[config.mk]
export PLATFORM = sky130hd
export DESIGN_NAME = spi_matrix_unloader
export DESIGN_NICKNAME = d
export VERILOG_FILES = /design/src/rtl/spi_matrix_unloader.sv
export SDC_FILE = /design/constraint.sdc
export NUM_CORES = 1
export LEC_CHECK = 0
export ABC_CLOCK_PERIOD_IN_PS = 18350
export CAP_MARGIN = 20
export CORE_MARGIN = 2
export CORE_UTILIZATION = 45
export CTS_BUF_LIST = sky130_fd_sc_hd__clkbuf_2
export CTS_CLUSTER_SIZE = 40
export DETAILED_ROUTE_END_ITERATION = 7
export PLACE_DENSITY = 0.64
export SYNTH_ARGS = -nofsm -noshare
export SYNTH_HDL_FRONTEND = slang
export SYNTH_SLANG_ARGS = --single-unit
[constraint.sdc]
create_clock -name clk -period 18.35 [get_ports clk]
set_input_delay 5.505 -clock clk [delete_from_list [all_inputs] [get_ports clk]]
set_output_delay 5.505 -clock clk [all_outputs]
set_load 0.05 [all_outputs]
[src/rtl/spi_matrix_unloader.sv]
// ============================================================================
// Module      : spi_matrix_unloader
// Description : Streams a header word and then rows*cols result words from a
//               synchronous result memory through the SPI slave tx handshake.
// Revision    : 1.0 - initial release
// ============================================================================
`timescale 1ns/1ps
`default_nettype none

module spi_matrix_unloader #(
   parameter int          MAX_C   = 64,
   parameter int          ADDR_W  = 6,
   parameter logic [7:0]  HDR_TAG = 8'h0C
) (
   input  logic              clk,
   input  logic              rst,
   input  logic              start,
   input  logic [11:0]       rows,
   input  logic [11:0]       cols,
   input  logic              abort,
   output logic              rd_en,
   output logic [ADDR_W-1:0] rd_addr,
   input  logic [31:0]       rd_data,
   output logic [31:0]       tx_data,
   output logic              tx_valid,
   input  logic              tx_ready,
   output logic              busy,
   output logic              done,
   output logic              err
);

   localparam logic [23:0] c_max_total = 24'(MAX_C);

   typedef enum logic [2:0] {
      S_IDLE   = 3'd0,
      S_HDR    = 3'd1,
      S_FETCH  = 3'd2,
      S_LOAD   = 3'd3,
      S_SEND   = 3'd4,
      S_FINISH = 3'd5
   } state_t;

   state_t      r_state;
   logic [23:0] r_total;
   logic [15:0] r_index;

   logic [23:0] w_total;
   logic        w_last;

   assign w_total = {12'd0, rows} * {12'd0, cols};
   // r_total is at least 1 whenever SEND is reached, so total-1 cannot wrap
   assign w_last  = ({8'd0, r_index} == (r_total - 24'd1));

   always_ff @(posedge clk) begin
      if (rst) begin
         r_state  <= S_IDLE;
         r_total  <= 24'd0;
         r_index  <= 16'd0;
         rd_en    <= 1'b0;
         rd_addr  <= '0;
         tx_data  <= 32'd0;
         tx_valid <= 1'b0;
         busy     <= 1'b0;
         done     <= 1'b0;
         err      <= 1'b0;
      end else begin
         rd_en <= 1'b0;
         done  <= 1'b0;
         err   <= 1'b0;
         if (abort && (r_state != S_IDLE)) begin
            r_state  <= S_IDLE;
            tx_valid <= 1'b0;
            busy     <= 1'b0;
         end else begin
            case (r_state)
               S_IDLE: begin
                  if (start) begin
                     if (w_total > c_max_total) begin
                        err <= 1'b1;
                     end else begin
                        r_total  <= w_total;
                        r_index  <= 16'd0;
                        busy     <= 1'b1;
                        tx_data  <= {HDR_TAG, rows, cols};
                        tx_valid <= 1'b1;
                        r_state  <= S_HDR;
                     end
                  end
               end
               S_HDR: begin
                  if (tx_ready) begin
                     tx_valid <= 1'b0;
                     if (r_total == 24'd0) begin
                        done    <= 1'b1;
                        busy    <= 1'b0;
                        r_state <= S_FINISH;
                     end else begin
                        rd_en   <= 1'b1;
                        rd_addr <= r_index[ADDR_W-1:0];
                        r_state <= S_FETCH;
                     end
                  end
               end
               S_FETCH: begin
                  r_state <= S_LOAD;
               end
               S_LOAD: begin
                  tx_data  <= rd_data;
                  tx_valid <= 1'b1;
                  r_state  <= S_SEND;
               end
               S_SEND: begin
                  if (tx_ready) begin
                     tx_valid <= 1'b0;
                     r_index  <= r_index + 16'd1;
                     if (w_last) begin
                        done    <= 1'b1;
                        busy    <= 1'b0;
                        r_state <= S_FINISH;
                     end else begin
                        // read for the next word is issued on the same edge as the transfer
                        rd_en   <= 1'b1;
                        rd_addr <= r_index[ADDR_W-1:0] + {{(ADDR_W-1){1'b0}}, 1'b1};
                        r_state <= S_FETCH;
                     end
                  end
               end
               S_FINISH: begin
                  r_state <= S_IDLE;
               end
               default: begin
                  r_state <= S_IDLE;
               end
            endcase
         end
      end
   end

endmodule

`default_nettype wire

=== After elaboration in Yosys (flattened, before gate mapping) ===
Cells that the tools add are included.

* Bits of input ports: 61
* Bits in registers: 86

* Reductions and logical operators: 19
* Add/sub/neg operators: 3
* Equal/unequal tests: 14
* Multipliers: 1
* Mux-type cells: 39
* Magnitude comparators: 1
* Bitwise operators: 4

{| class="wikitable"
|+ Operators with widths
! operator !! number
|-
| 2-to-1 mux 32 bit || 2
|-
| one-hot mux 32 bit (2 select lines) || 1
|-
| 2-to-1 mux 16 bit || 3
|-
| one-hot mux 16 bit (2 select lines) || 1
|-
| equality test 16 x 24 -> 1 bit || 1
|-
| greater-than comparator 24 x 7 -> 1 bit (second input constant) || 1
|-
| zero test 24 bit || 1
|-
| multiplier 12 x 12 -> 24 bit || 1
|-
| 2-to-1 mux 6 bit || 4
|-
| subtractor 24 x 1 -> 24 bit (second input constant) || 1
|-
| 2-to-1 mux 3 bit || 6
|-
| adder 16 x 1 -> 16 bit (second input constant) || 1
|-
| 2-to-1 mux 1 bit || 16
|-
| inequality test 2 bit (second input constant) || 8
|-
| AND reduction 4 bit || 4
|-
| one-hot mux 3 bit (5 select lines) || 1
|-
| one-hot mux 6 bit (2 select lines) || 1
|-
| nonzero test 3 bit || 3
|-
| AND reduction 7 bit || 1
|-
| adder 6 x 1 -> 6 bit (second input constant) || 1
|-
| equality test 3 x 2 -> 1 bit (second input constant) || 2
|-
| one-hot mux 1 bit (3 select lines) || 2
|-
| AND reduction 6 bit || 1
|-
| nonzero test 2 bit || 3
|-
| 10 further kinds || 15
|}

=== Depth between registers and ports, before layout ===
Gate-level depths: netlist of the first run.

* Word-level depth: 5
* Gate-level depth with buffers: 25

=== Worst setup path after synthesis of the first run ===
No wires, ideal clock.

* Path kind: input port to flip-flop
* From: input port cols[5]
* To: register tx_data[0]
* Cell stages on the path: 22
* Setup slack: 7.198 ns
* Data required time: 18.216 ns
* Arrival time: 11.018 ns
* Cells stage by stage: clkbuf_1 > nand2_1 > fa_1 > inv_1 > fa_1 > fa_1 > fa_1 > inv_1 > fa_1 > inv_1 > ha_1 > clkbuf_1 > nand4_1 > nor2b_1 > o211ai_1 > o211a_1 > o31a_1 > a221oi_1 > nand4_1 > nand2_1 > buf_2 > a211oi_1

* Word-level cells in the longest chain between the ends: 4

{| class="wikitable"
|+ Ends and longest elaborated chain
! what !! RTL line !! RTL
|-
| from (decl) || 19 || <nowiki>input logic [11:0] cols,</nowiki>
|-
| multiplier 12 x 12 -> 24 bit || 50 || <nowiki>assign w_total = {12'd0, rows} * {12'd0, cols};</nowiki>
|-
| greater-than comparator 24 x 7 -> 1 bit || 78 || <nowiki>if (w_total > c_max_total) begin</nowiki>
|-
| inequality test 2 bit (no line) || - ||
|-
| AND reduction 4 bit (no line) || - ||
|-
| to (signal assigned) || 84 || <nowiki>tx_data <= {HDR_TAG, rows, cols};</nowiki>
|-
| to (signal assigned) || 108 || <nowiki>tx_data <= rd_data;</nowiki>
|-
| to (decl) || 24 || <nowiki>output logic [31:0] tx_data,</nowiki>
|}

Every way passes these cells.
A chain may end at the register's enable or synchronous reset.

=== Worst setup path after layout of the first run ===
* From: input port cols[5]
* To: register tx_data[2]

The elaborated chain is that of the path after synthesis.

==> flow_metrics.env, run 1 <==
export IMPL_syn_inst=1117
export IMPL_peakVddDrop_mv=0.166
export IMPL_gr_total_overflow=0
export IMPL_cp_start_kind="input port"
export IMPL_outcome="finished, final reports clean"
export IMPL_io_buffers=103
export IMPL_ios=104
export IMPL_cp_arrival_ns=12.57
export IMPL_synth_top_cell_by_area="fa_1"
export IMPL_synth_area_um2=9340
export IMPL_synth_distinct_cells=73
export IMPL_timing_final_crit_share_pct=66.2
export IMPL_synth_yosys_seq_area_share_pct=18.4
export IMPL_clkLatencyLatePin_ns=0.57
export IMPL_hold_path_startpoint="rd_addr[1]$_SDFFE_PP0P_"
export IMPL_vias_per_cell=5.36
export IMPL_critPathMaxStageDelay_ns=0.86
export IMPL_fmax_mhz=82.3
export IMPL_routedWlPerCell_um=16.5
export IMPL_grt_pass1_vias=7512
export IMPL_maxCapViolCount=0
export IMPL_final_common_cell="inv_1"
export IMPL_start_util_pct=46.0
export IMPL_dp_hpwl_um=19000
export IMPL_first_pass_iters=5
export IMPL_cts_setup_buffers=0
export IMPL_p_int_uw=564
export IMPL_p_seq_share_pct=16.7
export IMPL_power_frac_clock_pct=9.7
export IMPL_rr_worst_depth=11
export IMPL_grt_max_degree=57
export IMPL_r2r_start="r_total[0]$_SDFFE_PP0P_"
export IMPL_die_h_um=148
export IMPL_crit_path_max_fanout=24
export IMPL_power_density_nw_per_um2=106
export IMPL_ant_nets=0
export IMPL_numCtsBuffers=9
export IMPL_mostFrequentLayoutCells="inv_1, nand2_1, clkdlybuf4s50_1"
export IMPL_path_common_cell="fa_1"
export IMPL_design_area_um2=10600
export IMPL_rsz0062_at_grt="false"
export IMPL_synthArstFlopShare_pct=0
export IMPL_endpoint="tx_data[2]$_SDFFE_PP0P_"
export IMPL_fin_util_pct=52.2
export IMPL_worst_pin_slew_ns=0.840
export IMPL_dieArea_um2=21900
export IMPL_total_power_mw=1.12
export IMPL_cts_sinks=86
export IMPL_fillerInstances=1993
export IMPL_post_cts_resized=0
export IMPL_grt_use_total_pct=22.5
export IMPL_nNetsFinal=1400
export IMPL_cp_startpoint="cols[5]"
export IMPL_clock_skew_ns=0.0438
export IMPL_slew_headroom_pct=43.9
export IMPL_synthTopCellsByArea="fa_1, dfxtp_1, ha_1"
export IMPL_grt_pass1_wl_um=39900
export IMPL_synth_edf_count=0
export IMPL_ys_ff_latch=86
export IMPL_cts_hold_buffers=0
export IMPL_reg2reg_to="rd_addr[2]$_SDFFE_PP0P_"
export IMPL_remaining_drc_errors=0
export IMPL_drt_iter0_drc=370
export IMPL_root_buffer="clkbuf_2"
export IMPL_cts_tree="done"
export IMPL_die_w_um=148
export IMPL_syn_num_nets=1344
export IMPL_vias=7755
export IMPL_cts_buffer_depth=2
export IMPL_required_ns=18.76
export IMPL_switching_share_pct=49.7
export IMPL_syn_area_per_cell_um2=8.37
export IMPL_synth_main_ff_cell="dfxtp_1"
export IMPL_ff2ff_setup_slack_ns=14.87
export IMPL_coreArea_um2=20300
export IMPL_hold_viol=0
export IMPL_ctsHtreeMaxLevel=3
export IMPL_path_class="input port to flop"
export IMPL_min_period_ns=12.15
export IMPL_switching_power_uw=557
export IMPL_p_leak_nw=4.84
export IMPL_combPwrFrac_pct=73.5
export IMPL_maxSlewViolCount=0
export IMPL_yosysTopAreaCellShare_pct=21.4
export IMPL_num_rows=52
export IMPL_crit_chain="clkdlybuf4s50_1, nand2_1, fa_1, inv_1, fa_1, fa_1, fa_1, inv_1, fa_1, inv_1, ha_1, nand4_1, nor2b_1, o211ai_1, o211a_1, o31a_1, a221oi_1, nand4_1, buf_4, nand2_1, a211oi_1"
export IMPL_setup_viol=0
export IMPL_crit_slowest_cell="clkdlybuf4s50_1"
export IMPL_setup_tns_final_ns=0
export IMPL_drive_gt1_share_pct=3.65
export IMPL_worst_setup_path_end_kind="flop"
export IMPL_syn2layout_area_growth_pct=13.4
export IMPL_hold_class="flop to flop"
export IMPL_clk_pin_slew_ns=0.21
export IMPL_wl_um=23900
export IMPL_synth_warning_count=0
export IMPL_dpl_instance_area_um2=10500
export IMPL_antenna_found_initial=1
export IMPL_gp_congestion=0.861
==> through the flow <==
stage               setup WS, ns  hold slack (ns)  instances
finish                      6.20            0.472       1448
global route                5.74            0.498       1448
CTS                         6.26            0.473       1447
detailed placement          5.62            0.450       1432
global placement            5.71            0.449       1432
floorplan                   7.20            0.455       1117
==> cells by family (layout without fill, tap and decap cells) <==
| group | after synthesis | in the layout | synth area share [%] |
|---|---|---|---|
| mux | 32 | 32 | 3.44 |
| other cells | 0 | 1 | 0 |
| xor+xnor | 39 | 39 | 3.80 |
| simple gates | 418 | 418 | 22.9 |
| buf+inv | 207 | 267 | 8.80 |
| fa+ha+maj | 166 | 166 | 30.3 |
| compound gates | 169 | 169 | 12.4 |
| flops | 86 | 86 | 18.4 |
==> final cells by class <==
class | count | area [um2] | area share, %
Multi-Input combinational cell | 824 | 6800 | 64.2
Sequential cell | 86 | 1720 | 16.2
Timing Repair Buffer | 108 | 1060 | 10.0
Inverter | 144 | 541 | 5.10
Tap cell | 270 | 338 | 3.19
Clock inverter | 4 | 72.6 | 0.685
Clock buffer | 11 | 55.1 | 0.520
Antenna cell | 1 | 2.50 | 0.0236
==> worst min-delay path by stage <==
| stage | to | slack (ns) | cells past startpoint |
|---|---|---|---|
| global placement | rd_addr[1]$_SDFFE_PP0P_ | 0.45 | 2 |
| detailed placement | rd_addr[1]$_SDFFE_PP0P_ | 0.45 | 2 |
| floorplan | r_total[22]$_SDFFE_PP0P_ | 0.45 | 1 |
| global route | rd_addr[1]$_SDFFE_PP0P_ | 0.50 | 2 |
| finish | rd_addr[1]$_SDFFE_PP0P_ | 0.47 | 2 |
| CTS | rd_addr[1]$_SDFFE_PP0P_ | 0.47 | 2 |
==> critical path, delay by kind of cell <==
kind / cells / cell delay, ns
AO/OA/AOI/OAI: 5 / 1.39
adder cells (fa/ha/maj): 6 / 3.09
buffers and inverters: 5 / 1.24
AND/OR/NAND/NOR: 5 / 1.33
==> cells in the mapped netlist, types with 3 or more instances <==
library cell / n
nand2_1: 129
nor2b_1: 4
buf_2: 6
and3_1: 9
nand3_1: 26
and4_1: 3
ha_1: 66
dfxtp_1: 86
mux2i_1: 31
and2_1: 86
nand2b_1: 12
nor4_2: 3
xor2_1: 17
buf_6: 4
a21o_1: 9
a21oi_1: 43
o2111ai_1: 4
or4_4: 4
o211ai_1: 3
nor3_1: 40
xnor2_1: 21
o21a_1: 5
or3_1: 5
nor2_1: 60
nand4_1: 13
a211o_1: 4
clkbuf_1: 51
a31oi_1: 7
a211oi_1: 32
or4_1: 4
o21ai_0: 28
o31ai_1: 4
inv_1: 143
fa_1: 100
nor4_1: 7
==> power by group through the flow <==
| stage | combinational, mW | sequential, mW | clock (mW) |
|---|---|---|---|
| 6_report | 0.824 | 0.187 | 0.109 |
| 5_1_grt | 0.943 | 0.188 | 0.120 |
| 4_1_cts | 0.825 | 0.187 | 0.111 |
| 3_5_place_dp | 0.822 | 0.191 | 0 |
| 3_3_place_gp | 0.816 | 0.191 | 0 |
| 2_1_floorplan | 0.627 | 0.192 | 0 |
==> registers in the layout, indices dropped and copies added, names as in the netlist <==
name / cells
tx_data: 32
r_total: 24
r_index: 16
rd_addr: 6
r_state: 3
busy: 1
done: 1
err: 1
rd_en: 1
tx_valid: 1
==> metal layers <==
metal,vias to the layer above,global-route usage (%),routed length [um]
li1,3823,-,-
met1,3758,32.1,11100
met2,152,37.7,11700
met5,-,0,0
met4,0,4.95,323
met3,22,1.63,764
Note: power is estimated with default switching activity, not from simulation.
==> inputs of run 2 (changes only) <==
--- a/config.mk
+++ b/config.mk
@@ -5,7 +5,7 @@
 export SDC_FILE = /design/constraint.sdc
 export NUM_CORES = 1
 export LEC_CHECK = 0
-export ABC_CLOCK_PERIOD_IN_PS = 18350
+export ABC_CLOCK_PERIOD_IN_PS = 12300
 export CAP_MARGIN = 20
 export CORE_MARGIN = 2
 export CORE_UTILIZATION = 45
==> constraint.sdc (replaced) <==
create_clock -name clk -period 12.3 [get_ports clk]
set_input_delay 3.69 -clock clk [delete_from_list [all_inputs] [get_ports clk]]
set_output_delay 3.69 -clock clk [all_outputs]
set_load 0.05 [all_outputs]
==> run 2 against run 1 <==
First-iteration DRC count up 14%. Die area unchanged. Via count up 1.9%. Largest cell class unchanged. Final area up 0.19%. Combinational power up 48%.
==> flow_metrics.env, run 2 (synthesized netlist as in run 1, its figures left out) <==
export IMPL_cp_start_kind="input port"
export IMPL_start_util_pct=46.0
export IMPL_grt_use_total_pct=22.6
export IMPL_peakVddDrop_mv=0.304
export IMPL_vias=7904
export IMPL_drive_gt1_share_pct=3.57
export IMPL_antenna_found_initial=1
export IMPL_fmax_mhz=96.0
export IMPL_maxCapViolCount=0
export IMPL_p_leak_nw=4.85
export IMPL_drt_iter0_drc=420
export IMPL_root_buffer="clkbuf_2"
export IMPL_die_w_um=148
export IMPL_multi_input_area_um2=6800
export IMPL_r2r_start="r_total[0]$_SDFFE_PP0P_"
export IMPL_gp_congestion=0.870
export IMPL_ff2ff_setup_slack_ns=8.79
export IMPL_fin_cells=1447
export IMPL_grt_pass1_wl_um=40000
export IMPL_power_density_nw_per_um2=158
export IMPL_fillerInstances=1981
export IMPL_cts_setup_buffers=0
export IMPL_outcome="finished, final reports clean"
export IMPL_dpl_cell_count=1432
export IMPL_clock_skew_ns=0.0362
export IMPL_largest_registers="tx_data (32), r_total (24), r_index (16)"
export IMPL_vias_per_cell=5.46
export IMPL_ctsHtreeMaxLevel=3
export IMPL_clk_pin_slew_ns=0.18
export IMPL_fin_util_pct=52.3
export IMPL_cts_hold_buffers=0
export IMPL_required_ns=12.69
export IMPL_ant_nets=0
export IMPL_cp_startpoint="cols[4]"
export IMPL_mostFrequentLayoutCells="inv_1, nand2_1, clkdlybuf4s50_1"
export IMPL_num_rows=52
export IMPL_syn2layout_area_growth_pct=13.6
export IMPL_worst_setup_path_end_kind="flop"
export IMPL_rsz0062_at_grt="false"
export IMPL_endpoint="tx_data[1]$_SDFFE_PP0P_"
export IMPL_setup_viol=0
export IMPL_largest_register="tx_data"
export IMPL_hold_class="flop to flop"
export IMPL_min_period_ns=10.42
export IMPL_clkLatencyLatePin_ns=0.57
export IMPL_path_class="input port to flop"
export IMPL_remaining_drc_errors=0
export IMPL_ios=104
export IMPL_cts_buffer_depth=2
export IMPL_register_area_um2=1720
export IMPL_final_common_cell="inv_1"
export IMPL_dp_hpwl_um=19000
export IMPL_worst_pin_slew_ns=0.854
export IMPL_hold_viol=0
export IMPL_gr_total_overflow=0
export IMPL_wl_um=24200
export IMPL_crit_path_max_fanout=24
export IMPL_routedWlPerCell_um=16.7
export IMPL_largest_register_ffs=32
export IMPL_reg2reg_to="rd_addr[2]$_SDFFE_PP0P_"
export IMPL_cts_tree="done"
export IMPL_post_cts_resized=0
export IMPL_cp_arrival_ns=10.81
export IMPL_setup_tns_final_ns=0
export IMPL_maxSlewViolCount=0
export IMPL_slew_headroom_pct=42.9
export IMPL_io_buffers=103
export IMPL_dieArea_um2=21900
export IMPL_grt_pass1_vias=7606
export IMPL_dpl_instance_area_um2=10500
export IMPL_timing_final_crit_share_pct=84.7
export IMPL_coreArea_um2=20300
export IMPL_fin_hold_ws_ns=0.467
export IMPL_rr_worst_depth=11
export IMPL_numCtsBuffers=9
export IMPL_design_area_um2=10600
export IMPL_die_h_um=148
export IMPL_nNetsFinal=1400
export IMPL_grt_max_degree=57
export IMPL_cts_sinks=86
export IMPL_first_pass_iters=5
[run 2: cell count changes in the layout (fill, tap and decap cells not counted), sizes merged]
cell / before / now
clkinv: 2 / 1
bufinv: 2 / 3
clkbuf: 11 / 10
[run 2: routing by layer]
| metal | routed length [um] | part of all wire, % | track usage (%) | up-vias |
|---|---|---|---|---|
| met3 | 877 | 3.6 | 2.27 | 22 |
| met2 | 12200 | 50 | 38.7 | 166 |
| met1 | 10900 | 45 | 31.3 | 3898 |
| met4 | 286 | 1.2 | 4.57 | 0 |
| met5 | 0 | 0 | 0 | - |
| li1 | - | - | - | 3818 |
[run 2: area by class of cell]
cell class,instances,area share [%]
diodes,1,0.0236
clock buffers,10,0.471
clock inverters,4,0.919
inverters,144,5.09
multi-input cells,824,64.1
flip-flops and latches,86,16.2
well taps,270,3.18
repair buffers,108,10.0
[run 2: worst min-delay path by stage]
stage                                         from                       end  cells after the start
after floorplan           r_total[22]$_SDFFE_PP0P_  r_total[22]$_SDFFE_PP0P_                      1
final                      rd_addr[1]$_SDFFE_PP0P_   rd_addr[1]$_SDFFE_PP0P_                      2
after detailed placement   rd_addr[1]$_SDFFE_PP0P_   rd_addr[1]$_SDFFE_PP0P_                      2
after global placement     rd_addr[1]$_SDFFE_PP0P_   rd_addr[1]$_SDFFE_PP0P_                      2
after CTS                  rd_addr[1]$_SDFFE_PP0P_   rd_addr[1]$_SDFFE_PP0P_                      2
after global routing       rd_addr[1]$_SDFFE_PP0P_   rd_addr[1]$_SDFFE_PP0P_                      2
[run 2: worst max-delay path, stage by stage]
cell             delay, ns
clkdlybuf4s50_1       0.91
nand2_1               0.16
fa_1                  0.52
fa_1                  0.53
inv_1                 0.05
fa_1                  0.48
fa_1                  0.56
inv_1                 0.06
fa_1                  0.54
inv_1                 0.05
ha_1                  0.37
a21o_1                0.20
a31oi_1               0.30
o21ai_0               0.16
a2111oi_0             0.41
nand4_1               0.17
and4b_1               0.43
nand4_1               0.15
buf_4                 0.24
nand2_1               0.65
a211oi_1              0.16
[run 2: where the power goes]
| part | switching [mW] | leakage (nW) | internal [mW] | total (mW) |
|---|---|---|---|---|
| Sequential | 0.0000640 | 0.693 | 0.280 | 0.280 |
| Clock | 0.0942 | 0.0841 | 0.0862 | 0.180 |
| Combinational | 0.728 | 4.07 | 0.492 | 1.22 |
[run 2: metrics by stage]
step / setup slack, ns / total power, mW
after CTS: 1.96 / 1.69
after detailed placement: 1.37 / 1.50
after global placement: 1.39 / 1.50
after global routing: 1.48 / 1.88
final: 1.88 / 1.68
after floorplan: 2.96 / 1.22
==> inputs of run 3 (changes only) <==
--- a/config.mk
+++ b/config.mk
@@ -5,7 +5,7 @@
 export SDC_FILE = /design/constraint.sdc
 export NUM_CORES = 1
 export LEC_CHECK = 0
-export ABC_CLOCK_PERIOD_IN_PS = 12300
+export ABC_CLOCK_PERIOD_IN_PS = 9900
 export CAP_MARGIN = 20
 export CORE_MARGIN = 2
 export CORE_UTILIZATION = 45
==> constraint.sdc (replaced) <==
create_clock -name clk -period 9.9 [get_ports clk]
set_input_delay 2.97 -clock clk [delete_from_list [all_inputs] [get_ports clk]]
set_output_delay 2.97 -clock clk [all_outputs]
set_load 0.05 [all_outputs]
==> run 3 against run 2 <==
Global-route usage about the same. Combinational power up 26%. Sequential cell count unchanged. Worst setup slack worse by 1.2 ns. Clock skew up 0.016 ns. Clock power down 15%. Total power up 21%. Via count up 0.66%. Clock-buffer cell count unchanged. Die area unchanged. Highest routed layer unchanged.
==> flow_metrics.env, run 3 (synthesized netlist as in run 1, its figures left out) <==
export IMPL_power_density_nw_per_um2=190
export IMPL_largest_register_ffs=32
export IMPL_slew_headroom_pct=45.0
export IMPL_clock_skew_ns=0.0525
export IMPL_fin_cells=1470
export IMPL_peakVddDrop_mv=0.313
export IMPL_worst_setup_path_end_kind="flop"
export IMPL_p_seq_share_pct=17.0
export IMPL_cts_sinks=86
export IMPL_p_leak_nw=4.93
export IMPL_routedWlPerCell_um=16.6
export IMPL_gr_total_overflow=0
export IMPL_critPathMaxStageDelay_ns=0.83
export IMPL_p_int_mw=1.00
export IMPL_cp_start_kind="input port"
export IMPL_cts_tree="done"
export IMPL_required_ns=10.35
export IMPL_hold_viol=0
export IMPL_die_w_um=148
export IMPL_cts_buffer_depth=2
export IMPL_grt_use_total_pct=22.6
export IMPL_coreArea_um2=20300
export IMPL_clk_pin_slew_ns=0.22
export IMPL_setup_viol=0
export IMPL_die_h_um=148
export IMPL_largest_register="tx_data"
export IMPL_numCtsBuffers=9
export IMPL_vias_per_cell=5.41
export IMPL_gp_congestion=0.872
export IMPL_num_rows=52
export IMPL_combPwrFrac_pct=75.5
export IMPL_dp_hpwl_um=19600
export IMPL_path_class="input port to flop"
export IMPL_clkLatencyLatePin_ns=0.55
export IMPL_ios=104
export IMPL_drive_gt1_share_pct=5.25
export IMPL_hold_class="flop to flop"
export IMPL_root_buffer="clkbuf_2"
export IMPL_maxCapViolCount=0
export IMPL_min_period_ns=9.20
export IMPL_crit_path_max_fanout=23
export IMPL_antenna_found_initial=1
export IMPL_fillerInstances=1956
export IMPL_grt_max_degree=57
export IMPL_switching_share_pct=50.8
export IMPL_start_util_pct=46.0
export IMPL_maxSlewViolCount=0
export IMPL_setup_tns_final_ns=0
export IMPL_worst_pin_slew_ns=0.821
export IMPL_ant_nets=0
export IMPL_vias=7956
export IMPL_mostFrequentLayoutCells="inv_1, nand2_1, clkdlybuf4s50_1"
export IMPL_remaining_drc_errors=0
export IMPL_dieArea_um2=21900
export IMPL_timing_final_crit_share_pct=92.9
export IMPL_power_frac_clock_pct=7.5
export IMPL_grt_pass1_vias=7566
export IMPL_cp_arrival_ns=9.64
export IMPL_post_cts_resized=0
export IMPL_crit_buf_inv=5
export IMPL_wl_um=24400
export IMPL_io_buffers=103
export IMPL_drt_iter0_drc=468
export IMPL_nNetsFinal=1422
export IMPL_cts_setup_buffers=0
export IMPL_largest_registers="tx_data (32), r_total (24), r_index (16)"
export IMPL_rsz0062_at_grt="false"
export IMPL_path_common_cell="fa_1"
export IMPL_first_pass_iters=5
export IMPL_ctsHtreeMaxLevel=3
export IMPL_crit_chain="clkdlybuf4s50_1, nand2_1, fa_1, inv_1, fa_1, fa_1, fa_1, inv_1, fa_1, inv_1, ha_1, a21o_1, a31oi_1, o21ai_0, a2111oi_0, nand4_1, and4b_1, and4_1, buf_4, nor3_1, a211oi_1"
export IMPL_syn2layout_area_growth_pct=14.8
export IMPL_crit_slowest_cell="clkdlybuf4s50_1"
export IMPL_dpl_cell_count=1454
export IMPL_fmax_mhz=109
export IMPL_switching_power_mw=1.04
export IMPL_grt_pass1_wl_um=40000
export IMPL_outcome="finished, final reports clean"
export IMPL_final_common_cell="inv_1"
export IMPL_cts_hold_buffers=0
export IMPL_crit_family="adder cells"
run 3: worst register-to-register path, delay by kind of cell, from the launching register on:
| kind | cells | cell delay, ns |
|---|---|---|
| AO/OA/AOI/OAI | 2 | 0.49 |
| buffers and inverters | 1 | 0.10 |
| flip-flops | 1 | 0.42 |
| multiplexers | 1 | 0.23 |
| adder cells (fa/ha/maj) | 1 | 0.20 |
| AND/OR/NAND/NOR | 6 | 1.87 |
run 3: per-stage QoR:
stage | setup WS (ns) | total power, mW | instance area [um2] | utilization [%] | hold slack (ns)
finish | 0.703 | 2.04 | 10700 | 52.8 | 0.474
global route | 0.429 | 2.26 | 10700 | 52.8 | 0.510
CTS | 0.740 | 2.05 | 10700 | 52.8 | 0.475
detailed placement | 0.156 | 1.89 | 10600 | 52.4 | 0.451
global placement | 0.233 | 1.88 | 10600 | 52.4 | 0.447
floorplan | 1.28 | 1.52 | 9340 | - | 0.455
run 3: worst paths after layout:
kind	startpoint	endpoint	cells after the start	slack, ns
worst max-delay path	cols[5]	tx_data[1]$_SDFFE_PP0P_	21	0.70
worst min-delay path	rd_addr[1]$_SDFFE_PP0P_	rd_addr[1]$_SDFFE_PP0P_	2	0.47
worst min register to register	rd_addr[1]$_SDFFE_PP0P_	rd_addr[1]$_SDFFE_PP0P_	2	0.47
worst max register to register	r_total[0]$_SDFFE_PP0P_	rd_addr[4]$_SDFFE_PP0P_	11	6.48
run 3: cell type report:
| class | instances | area (um2) | area share, % |
|---|---|---|---|
| clock inverter | 5 | 27.5 | 0.257 |
| multi-input combinational | 824 | 6800 | 63.4 |
| timing repair buffer | 130 | 1240 | 11.6 |
| clock buffer | 10 | 50.0 | 0.467 |
| inverter | 144 | 541 | 5.04 |
| tap | 270 | 338 | 3.15 |
| sequential | 86 | 1720 | 16.1 |
| antenna | 1 | 2.50 | 0.0233 |
run 3: power by group through the flow:
stage,combinational [mW],sequential (mW),clock [mW]
CTS,1.54,0.348,0.159
detailed placement,1.53,0.354,0
global route,1.74,0.348,0.174
global placement,1.53,0.354,0
floorplan,1.16,0.355,0
finish,1.54,0.348,0.153
run 3: routing by layer:
metal / part of all wire [%] / global-route usage, % / vias up
met5: 0 / 0 / -
li1: - / - / 3869
met2: 49 / 37.9 / 201
met3: 4.0 / 2.15 / 16
met1: 46 / 32.0 / 3870
met4: 1.2 / 4.43 / 0
